**src/rtl/cos_harmonic_seq.sv**
```systemverilog
// Harmonic phase sequencer: for each accepted base phase x, emits k*x (k = 1..P)
// as quarter-wave LUT descriptors (address, quadrant, sign) for a cosine stage.
module cos_harmonic_seq #(
  parameter int PW = 10,
  parameter int AW = PW - 2,
  parameter int P  = 4,
  parameter int KW = 3
) (
  input  logic          clk,
  input  logic          rst_n,
  input  logic          x_valid,
  output logic          x_ready,
  input  logic [PW-1:0] x,
  output logic          out_valid,
  input  logic          out_ready,
  output logic [AW-1:0] lut_addr,
  output logic [1:0]    quad_sel,
  output logic          neg,
  output logic [KW-1:0] k_idx,
  output logic          last
);

  localparam logic [0:0] IDLE = 1'b0;
  localparam logic [0:0] RUN  = 1'b1;
  localparam logic [KW-1:0] P_K = KW'(P);

  logic [0:0]    state_reg, state_next;
  logic [PW-1:0] acc_reg, acc_next;
  logic [PW-1:0] step_reg, step_next;
  logic [KW-1:0] k_next;
  logic          load;
  logic [1:0]    q_next;
  logic [AW-1:0] addr_next;
  logic          neg_next;
  logic          last_next;

  assign x_ready   = (state_reg == IDLE);
  assign out_valid = (state_reg == RUN);

  always_comb begin
    state_next = state_reg;
    acc_next   = acc_reg;
    step_next  = step_reg;
    k_next     = k_idx;
    load       = 1'b0;
    case (state_reg)
      IDLE: begin
        if (x_valid) begin
          state_next = RUN;
          acc_next   = x;
          step_next  = x;
          k_next     = KW'(1);
          load       = 1'b1;
        end
      end
      default: begin
        if (out_ready) begin
          if (k_idx == P_K) begin
            state_next = IDLE;
          end else begin
            acc_next = acc_reg + step_reg;
            k_next   = k_idx + KW'(1);
            load     = 1'b1;
          end
        end
      end
    endcase
  end

  // Odd quadrants read the quarter wave mirrored, i.e. the bitwise complement of the offset.
  assign q_next   = acc_next[PW-1:PW-2];
  assign neg_next = q_next[1] ^ q_next[0];

  genvar gi;
  generate
    for (gi = 0; gi < AW; gi++) begin : g_mirror
      assign addr_next[gi] = acc_next[gi] ^ q_next[0];
    end
  endgenerate

  assign last_next = (state_next == RUN) && (k_next == P_K);

  always_ff @(posedge clk or negedge rst_n) begin
    if (!rst_n) begin
      state_reg <= IDLE;
      acc_reg   <= '0;
      step_reg  <= '0;
      k_idx     <= '0;
      quad_sel  <= '0;
      lut_addr  <= '0;
      neg       <= 1'b0;
      last      <= 1'b0;
    end else begin
      state_reg <= state_next;
      acc_reg   <= acc_next;
      step_reg  <= step_next;
      last      <= last_next;
      if (load) begin
        k_idx    <= k_next;
        quad_sel <= q_next;
        lut_addr <= addr_next;
        neg      <= neg_next;
      end
    end
  end

endmodule

```
**config.mk**
```make
export PLATFORM = sky130hd
export DESIGN_NAME = cos_harmonic_seq
export DESIGN_NICKNAME = d
export VERILOG_FILES = /design/src/rtl/cos_harmonic_seq.sv
export SDC_FILE = /design/constraint.sdc
export NUM_CORES = 1
export LEC_CHECK = 0
export CELL_PAD_IN_SITES_DETAIL_PLACEMENT = 1
export CELL_PAD_IN_SITES_GLOBAL_PLACEMENT = 2
export CORE_ASPECT_RATIO = 0.9
export CORE_MARGIN = 2
export CORE_UTILIZATION = 37
export DETAILED_ROUTE_END_ITERATION = 8
export GPL_TIMING_DRIVEN = 0
export HOLD_SLACK_MARGIN = 0.06
export PLACE_DENSITY = 0.82
export SLEW_MARGIN = 20
export SYNTH_ARGS = -nofsm -noshare
export SYNTH_HDL_FRONTEND = slang
export SYNTH_SLANG_ARGS = --single-unit
```
**constraint.sdc**
```tcl
create_clock -name clk -period 6.2 [get_ports clk]
set_input_delay 1.24 -clock clk [delete_from_list [all_inputs] [get_ports clk]]
set_output_delay 1.24 -clock clk [all_outputs]
set_load 0.02 [all_outputs]
```
==> out/results.ini <==
[clocking]
clk_latency_ns=0.29
ctsHoldBuffers=0
post_cts_buffers=0
clock_sinks=36
htree_levels=2
cts_buffers=5
cts_resized=0
cts.path.max_buffers=2
cts_tree=done
clkTransAtPathRegs_ns=0.08
root_buffer=clkbuf_8

[global_routing]
antenna_found_initial=0
track_usage_pct=20.2
grt_overflow=0
grt_pass1_vias=2006
grt_max_degree=31
grt_pass1_wl_mm=10.5

[power_and_ir_drop]
p_int_mw=0.975
vdd_drop_max_uv=246
seqPwrFrac_pct=24.6
total_leakage_power_nw=1.14
clkPwrFrac_pct=10.5
comb_power_share_pct=65.0
switching_share_pct=46.7
p_sw_mw=0.853
power.density_nw_per_um2=663

[layout]
final_area_um2=2760
syn_to_final_growth_pct=21.7
final_nets=292
drive_gt1_share_pct=16.9
fillers=698
antenna_cells=0

[sta]
tightest_slew_ns=0.553
rsz0062_at_grt=no
maxSlewViolCount=0
hold_viol_final=0
layout_worst_path_cycle_share_pct=50.3
finalSetupViolations=0
slew_headroom_pct=63.1
skew_ns=0.00514
finalCriticalPeriod_ns=3.12
setup_tns_ns=0
fmaxAchievable_mhz=320

[yosys]
syn_inst=229
synth_warnings=0
synth-edff-count=0
syn-cell-area_um2=2260
synth-main-ff-cell=dfrtp_1
syn_nets=255
synth.distinct_cells=49
async_reset_ff_share_pct=100
synth.avg_cell_area_um2=9.89
ys_seq_elements=36
yosysSeqAreaShare_pct=39.8

[floorplan]
row_count=27
die_w_um=86.5
start_util_pct=37.7
coreArea_um2=6010
dieArea_um2=6760
io_pins=31
die_h_um=78.2

[drt]
first_pass_iters=4
drc=0
drt_iter0_markers=140
routed_wl_mm=5.99
via_count=1838
top_layer_used=met4
routed_via_density=5.44
detail_route.wl_per_cell_um=17.7
ant_nets=0
wl_met2_mm=2.67
met1_length_mm=3.02
met3WireLength_um=215

[placement]
placed_area_um2=2660
io_buffers=29
gp_congestion=0.807
dp_hpwl_mm=4.31

[worst_setup_path]
path_class=register to output port
startpoint_type=register
crit_path_max_fanout=10
critPathCaptureType=output port
crit_required_ns=4.96
cp_data_arrival_time_ns=1.88

[run_status]
status=finished, final reports clean

[hold_path]
hp-class=register to register

[run]
maxCapViolations=0

[kinds of logic (layout without fill, tap and decap cells)]
kind of cell | count (synthesis) | count (layout) | share of synthesized area (%)
muxes | 17 | 17 | 8.01
DFF | 36 | 36 | 39.8
adders and majority gates | 12 | 12 | 6.96
and+or+nand+nor | 65 | 65 | 14.1
AOI/OAI and AO/OA | 66 | 66 | 21.5
xor gates and xnor gates | 12 | 12 | 4.64
buffers and inverters | 21 | 58 | 4.92
[area by class of cell]
class | count | area [um2] | share of cell area, %
sequential | 36 | 901 | 32.7
timing repair buffer | 30 | 305 | 11.1
tap | 72 | 90.1 | 3.27
inverter | 9 | 41.3 | 1.50
clock buffer | 7 | 96.3 | 3.50
buffer | 12 | 70.1 | 2.54
multi-input combinational | 172 | 1250 | 45.4
[layer usage]
metal  track usage [%]  vias up
met4              6.72        0
li1                  -      902
met5                 0        -
met1              28.8      896
met2              30.5       32
met3              4.00        8
[cell usage in the layout (no fill, tap or decap), drive strengths merged, types with 2 or more instances in the layout]
| cell type | instances |
|---|---|
| a31oi | 7 |
| nor2b | 4 |
| nand2 | 21 |
| o31ai | 3 |
| nor2 | 19 |
| a21boi | 2 |
| inv | 9 |
| dfrtp | 36 |
| a21oi | 21 |
| mux2i | 8 |
| nor3 | 4 |
| nand3 | 9 |
| o211ai | 3 |
| clkdlybuf4s50 | 28 |
| nand4 | 4 |
| xnor2 | 11 |
| a211oi | 8 |
| ha | 11 |
| buf | 10 |
| o2111ai | 2 |
| clkbuf | 11 |
| o21ai | 12 |
| or4 | 2 |
| mux2 | 9 |
[Yosys cell counts (2+ instances only)]
master / n / area [um2]
dfrtp_1: 36 / 901
a21oi_1: 19 / 95.1
nand2_1: 18 / 67.6
nor2_1: 18 / 67.6
ha_1: 11 / 138
xnor2_1: 11 / 96.3
mux2_2: 9 / 101
o21ai_0: 9 / 45.0
inv_1: 8 / 30.0
mux2i_1: 8 / 80.1
nand3_1: 8 / 40.0
a31oi_1: 6 / 37.5
a211oi_1: 5 / 37.5
buf_2: 5 / 25.0
clkbuf_1: 4 / 15.0
nand4_1: 4 / 25.0
nor2b_1: 4 / 25.0
a211oi_2: 3 / 37.5
nand2_2: 3 / 18.8
nor3_1: 3 / 15.0
o21ai_1: 3 / 15.0
a21oi_2: 2 / 17.5
buf_6: 2 / 22.5
o2111ai_1: 2 / 17.5
o211ai_2: 2 / 25.0
o31ai_1: 2 / 15.0
or4_1: 2 / 15.0
[final timing paths]
path / start / endpoint / slack, ns / depth (start not counted)
worst max-delay path: out_valid / x_ready / 3.08 / 4
worst min register to register: quad_sel[0] / quad_sel[0] / 0.50 / 2
min in group asynchronous: rst_n / lut_addr[2] / 0.78 / 1
worst min-delay path: quad_sel[0] / quad_sel[0] / 0.50 / 2
worst max register to register: acc_reg[0] / lut_addr[6] / 3.69 / 9
max in group asynchronous: rst_n / step_reg[5] / 5.01 / 2
[critical path, stage by stage, from the launching register on]
cell             delay, ns
dfrtp_1               0.38
buf_2                 0.20
inv_1                 0.10
buf_2                 0.26
clkdlybuf4s50_1       0.65
[metrics by stage]
stage                     hold WS, ns  setup WS, ns  utilization [%]  power (mW)  std cells
after CTS                       0.505          3.06             45.8        1.84        338
after floorplan                 0.477          3.75                -        1.30        229
after global routing            0.538          3.00             45.8        2.00        338
after global placement          0.468          2.92             44.0        1.63        330
final                           0.498          3.08             45.8        1.83        338
after detailed placement        0.485          2.89             44.2        1.64        331
[power by group through the flow]
stage | sequential, mW | combinational (mW) | clock [mW]
after detailed placement | 0.452 | 1.19 | 0
after global routing | 0.469 | 1.33 | 0.203
after CTS | 0.449 | 1.20 | 0.193
after global placement | 0.449 | 1.18 | 0
final | 0.449 | 1.19 | 0.191
after floorplan | 0.498 | 0.807 | 0
Note: power is estimated with default switching activity, not from simulation.
